[src/rtl/splitmix_pkg.sv]
// splitmix_pkg: shared constants and state encoding for the SplitMix64 seeder
package splitmix_pkg;
  localparam logic [63:0] SM_GAMMA_DEF = 64'h9E3779B97F4A7C15;
  localparam logic [63:0] SM_MUL1 = 64'hBF58476D1CE4E5B9;
  localparam logic [63:0] SM_MUL2 = 64'h94D049BB133111EB;
  localparam logic [5:0] SM_SH1 = 6'd30;
  localparam logic [5:0] SM_SH2 = 6'd27;
  localparam logic [5:0] SM_SH3 = 6'd31;
  typedef enum logic [3:0] {
    IDLE = 4'd0,
    A0 = 4'd1,
    M10 = 4'd2,
    M20 = 4'd3,
    F0 = 4'd4,
    A1 = 4'd5,
    M11 = 4'd6,
    M21 = 4'd7,
    F1 = 4'd8
  } sm_state_e;
endpackage

[src/rtl/splitmix64_mix_step.sv]
// splitmix64_mix_step: one xor-shift-multiply mixing round, product truncated to 64 bits
module splitmix64_mix_step (
  input  logic [63:0] z,
  input  logic [5:0]  sh,
  input  logic [63:0] mul,
  output logic [63:0] y
);
  assign y = (z ^ (z >> sh)) * mul;
endmodule

[src/rtl/splitmix64_seeder.sv]
// splitmix64_seeder: expands a 64-bit seed into a 128-bit xoroshiro128+ state via two SplitMix64 steps
module splitmix64_seeder
  import splitmix_pkg::*;
#(
  parameter logic [63:0] GAMMA = SM_GAMMA_DEF,
  parameter bit ZERO_GUARD = 1'b1
) (
  input  logic         clk,
  input  logic         rst_n,
  input  logic         start,
  input  logic         cont,
  input  logic [63:0]  seed_in,
  output logic         busy,
  output logic         seed_valid,
  output logic         prng_load,
  output logic [127:0] seed_out
);
  sm_state_e state, state_d;
  logic [63:0] x, z, word0, w, mix;
  logic [127:0] res, guarded;
  logic is_add, is_m1, is_m2;
  assign is_add = state == A0 || state == A1;
  assign is_m1 = state == M10 || state == M11;
  assign is_m2 = state == M20 || state == M21;
  assign w = z ^ (z >> SM_SH3);
  assign res = {word0, w};
  assign guarded = (ZERO_GUARD && res == '0) ? 128'h1 : res;
  assign prng_load = seed_valid;
  splitmix64_mix_step u_mix (
    .z(z),
    .sh(is_m1 ? SM_SH1 : SM_SH2),
    .mul(is_m1 ? SM_MUL1 : SM_MUL2),
    .y(mix)
  );
  // next state: wait in IDLE for start, then walk the eight compute states in order
  always_comb begin
    state_d = state;
    state_d = (state == IDLE) ? (start ? A0 : IDLE) :
              (state == F1) ? IDLE : sm_state_e'(state + 4'd1);
  end
  // state register and datapath; x survives between requests so cont can resume the stream
  always_ff @(posedge clk or negedge rst_n)
    if (!rst_n) begin
      state <= IDLE;
      x <= '0;
      z <= '0;
      word0 <= '0;
      seed_out <= '0;
      busy <= 1'b0;
      seed_valid <= 1'b0;
    end else begin
      state <= state_d;
      seed_valid <= state == F1;
      if (state == IDLE && start) begin
        busy <= 1'b1;
        if (!cont) x <= seed_in;
      end
      if (is_add) begin
        x <= x + GAMMA;
        z <= x + GAMMA;
      end
      if (is_m1 || is_m2) z <= mix;
      if (state == F0) word0 <= w;
      if (state == F1) begin
        seed_out <= guarded;
        busy <= 1'b0;
      end
    end
endmodule

[config.mk]
export PLATFORM = sky130hd
export DESIGN_NAME = splitmix64_seeder
export DESIGN_NICKNAME = d
export VERILOG_FILES = /design/src/rtl/splitmix_pkg.sv /design/src/rtl/splitmix64_mix_step.sv /design/src/rtl/splitmix64_seeder.sv
export SDC_FILE = /design/constraint.sdc
export NUM_CORES = 2
export LEC_CHECK = 0
export BUFFER_PORTS_ARGS = -buffer_cell sky130_fd_sc_hd__buf_4
export CORE_MARGIN = 2
export CORE_UTILIZATION = 60
export DETAILED_ROUTE_END_ITERATION = 16
export PLACE_DENSITY = 0.77
export SLEW_MARGIN = 20
export SYNTH_ARGS = -nofsm -noshare
export SYNTH_HDL_FRONTEND = slang
export SYNTH_HIERARCHICAL = 1
export SYNTH_SLANG_ARGS = --single-unit
[constraint.sdc]
create_clock -name clk -period 20.6 [get_ports clk]
set_input_delay 1.03 -clock clk [delete_from_list [all_inputs] [get_ports clk]]
set_output_delay 1.03 -clock clk [all_outputs]
set_load 0.005 [all_outputs]
==> results.md <==
- Max Cap Violations: 0
- Crit start category: register
- Die Ht: 378 microns
- Hold Path Class: register to register
- Max Freq: 66.1 MHz
- Die width: 378 microns
- Initial antenna violation count: 26
- Final Util: 63.7%
- Cts repair resizes: 0
- Maximum root-to-sink buffer count: 3
- CTS tree: built
- Vias in the first global route: 69796
- Fillers: 11439
- Final hold violation count: 0
- Boundary pin count: 199
- Max H-tree Level: 2
- Final routed DRC violation total: 0
- Slowest stage delay, CP: 830 ps
- CTS root buf: clkbuf_16
- Average vias per placed instance: 5.89
- # setup viols final: 0
- Final WS setup: 5480 ps
- Synth warn: 6
- Arrival @ worst endpoint: 15540 ps
- Synthesized area: 0.0837 sq mm
- Core area: 0.139 sq mm
- FP Rows: 137
- Port Buffers: 198
- Routed vias: 65722
- Initial Util: 60.2%
- Slowest stage cell, crit path: nor2b_4
- Reg clk slew, reported paths: 70 ps
- Post-synthesis sequential area ratio: 9.74%
- Share of the synthesized area in the top cell type: 43.8%
- Post-synth EDFFs: 0
- Worst slew pin tran: 1340 ps
- GP Congestion: 1.03
- Post-CTS Setup Bufs: 0
- First-pass GRT wire length: 428000 microns
- Storage element area: 0.00816 sq mm
- Setup TNS Final: 0 ps
- Total track usage: 40.3%
- CTS Sinks: 326
- Synth unique cells: 90
- Worst EP required: 21020 ps
- Cts hold-fix bufs: 0
- Top cell by count, worst path: fa_1
- Routed length per instance: 25.0 microns
- Die area: 0.143 sq mm
- DP Wirelength: 210000 microns
- Max Slew Vio Count: 0
- Syn_area_per_cell: 9.00 sq um
- Final Skew: 28.5 ps
- Maximum fanout along the worst path: 69
- Skew-Pair Late Insertion Delay: 580 ps
- Largest cells by area after synthesis: fa_1 (44%), dfrtp_1 (9.7%), inv_1 (8.5%), and2_1 (7.5%), nand2_1 (7.3%)
- Syn Inst Count: 9304
- DRT iter0 DRCs: 7047
- Minimum clock period: 15120 ps
- Ratio of cells with drive above 1 in the final layout: 6.90%
- Post-Place Cell Area: 0.0873 sq mm
- Largest net degree at the start of global routing: 218
- Cts bufs inserted: 37
- Status: complete, no violations
- Seq cells post-synth: 326
- Critical path type: register to register
- Top FF cell, synth: dfrtp_1
- Crit share post-route: 73.4%
- Critical path capture point type: register
- Pre-CTS WS: 6020 ps
- Synth area leader: fa_1
- RSZ-0062 raised after global routing: no
- Synth-to-layout area growth: 5.81%
- Design Area, Final: 0.0886 sq mm
- Final WL: 278000 microns
- DRT Pass-1 Iters: 8
- Rel. slew slack: 10.7%
- Final nets: 11440
- Remaining global-route overflow: 0
- Area of the multi-input gates: 0.0672 sq mm
- Asr flop ratio synth: 100%
- Final ANT Viol Nets: 0
-- registers in the layout, indices dropped and copies added (netlist names) --
name and flops:
seed_out 128, word0 64, x 64, z 64
state 4, busy 1, prng_load 1
-- metrics by stage --
stage          instances  hold WS, ps
6_report           11156          479
5_1_grt            11146          495
4_1_cts            11126          485
3_5_place_dp       11062          464
3_3_place_gp       11062          464
2_1_floorplan       9432          456
-- cell usage after synthesis, types with 17 or more instances --
master / number
xnor2_1: 228
nor2_1: 188
ha_1: 316
nor4_1: 32
o21ai_0: 232
a31oi_1: 22
nor2b_1: 23
and3_1: 30
inv_1: 1896
fa_1: 1831
o22ai_1: 19
nand2_1: 1635
nor3_1: 29
nand3_1: 41
dfrtp_1: 326
nand4_1: 26
and2_1: 998
buf_2: 22
xor2_1: 74
a21oi_1: 199
a21o_1: 62
mux2_2: 69
mux2i_1: 83
buf_1: 32
a211o_1: 23
or3_1: 17
nand2b_1: 21
clkbuf_1: 506
a211oi_1: 20
mux4_2: 83
-- cell type report --
cell class	instances	area share [%]
multi-input combinational	6628	75.8
clock buffer	51	1.18
tap	1876	2.65
sequential	326	9.21
clock inverter	13	0.169
timing repair buffer	330	2.85
inverter	1902	8.07
antenna	30	0.0847
-- cells by family (layout without fill, tap and decap cells) --
| kind of cell | count (synthesis) | count (layout) | share of synthesized area [%] |
|---|---|---|---|
| compound gates | 729 | 729 | 5.42 |
| xor+xnor | 314 | 314 | 3.45 |
| fa+ha+maj | 2147 | 2147 | 48.5 |
| buf+inv | 2478 | 2296 | 11.3 |
| flops | 326 | 326 | 9.74 |
| mux | 237 | 237 | 4.18 |
| other cells | 2 | 160 | 0.00897 |
| simple gates | 3071 | 3071 | 17.4 |
-- cell usage in the layout (no fill, tap or decap), drive strengths merged, types with 26 or more instances in the layout --
master,netlist,layout
fa,1831,1831
o21ai,246,246
a21o,62,62
nand3,41,41
xnor2,231,231
xor2,76,76
mux2i,83,83
clkbuf,506,51
nor3,29,29
a21oi,199,199
diode,0,30
nand2,1636,1636
mux4,83,83
and3,30,30
mux2,71,71
nor2,189,189
inv,1902,1904
buf,70,330
and2,998,998
conb,2,130
nand4,26,26
ha,316,316
dfrtp,326,326
nor4,32,32
-- worst paths after layout --
kind	cells past startpoint	to	slack, ps	from
setup / recovery	43	z[63]	5480	state[0]
hold / removal	2	seed_out[67]	480	seed_out[67]
setup reg to reg	43	z[63]	5480	state[0]
hold reg to reg	2	seed_out[67]	480	seed_out[67]
max in group asynchronous	3	z[15]	17770	rst_n
min in group asynchronous	1	seed_out[40]	560	rst_n
-- metal layers --
metal / vias up / wire length (microns) / track usage (%)
met5: - / 183 / 0.274
met4: 26 / 13600 / 16.4
met3: 870 / 36800 / 13.7
met2: 3956 / 123000 / 59.9
met1: 33588 / 105000 / 54.3
li1: 27282 / - / -
-- critical path, delay by kind of cell, from the launching register on --
family / cells / cell delay, ps
buf+inv: 10 / 2400
flops: 1 / 430
fa+ha+maj: 12 / 5060
simple gates: 3 / 1160
mux: 4 / 1660
xor+xnor: 2 / 460
compound gates: 12 / 3730
Power is left out: the tool's default activity adds up to more than one toggle a clock period on the data nets, which glitch-free logic cannot reach.
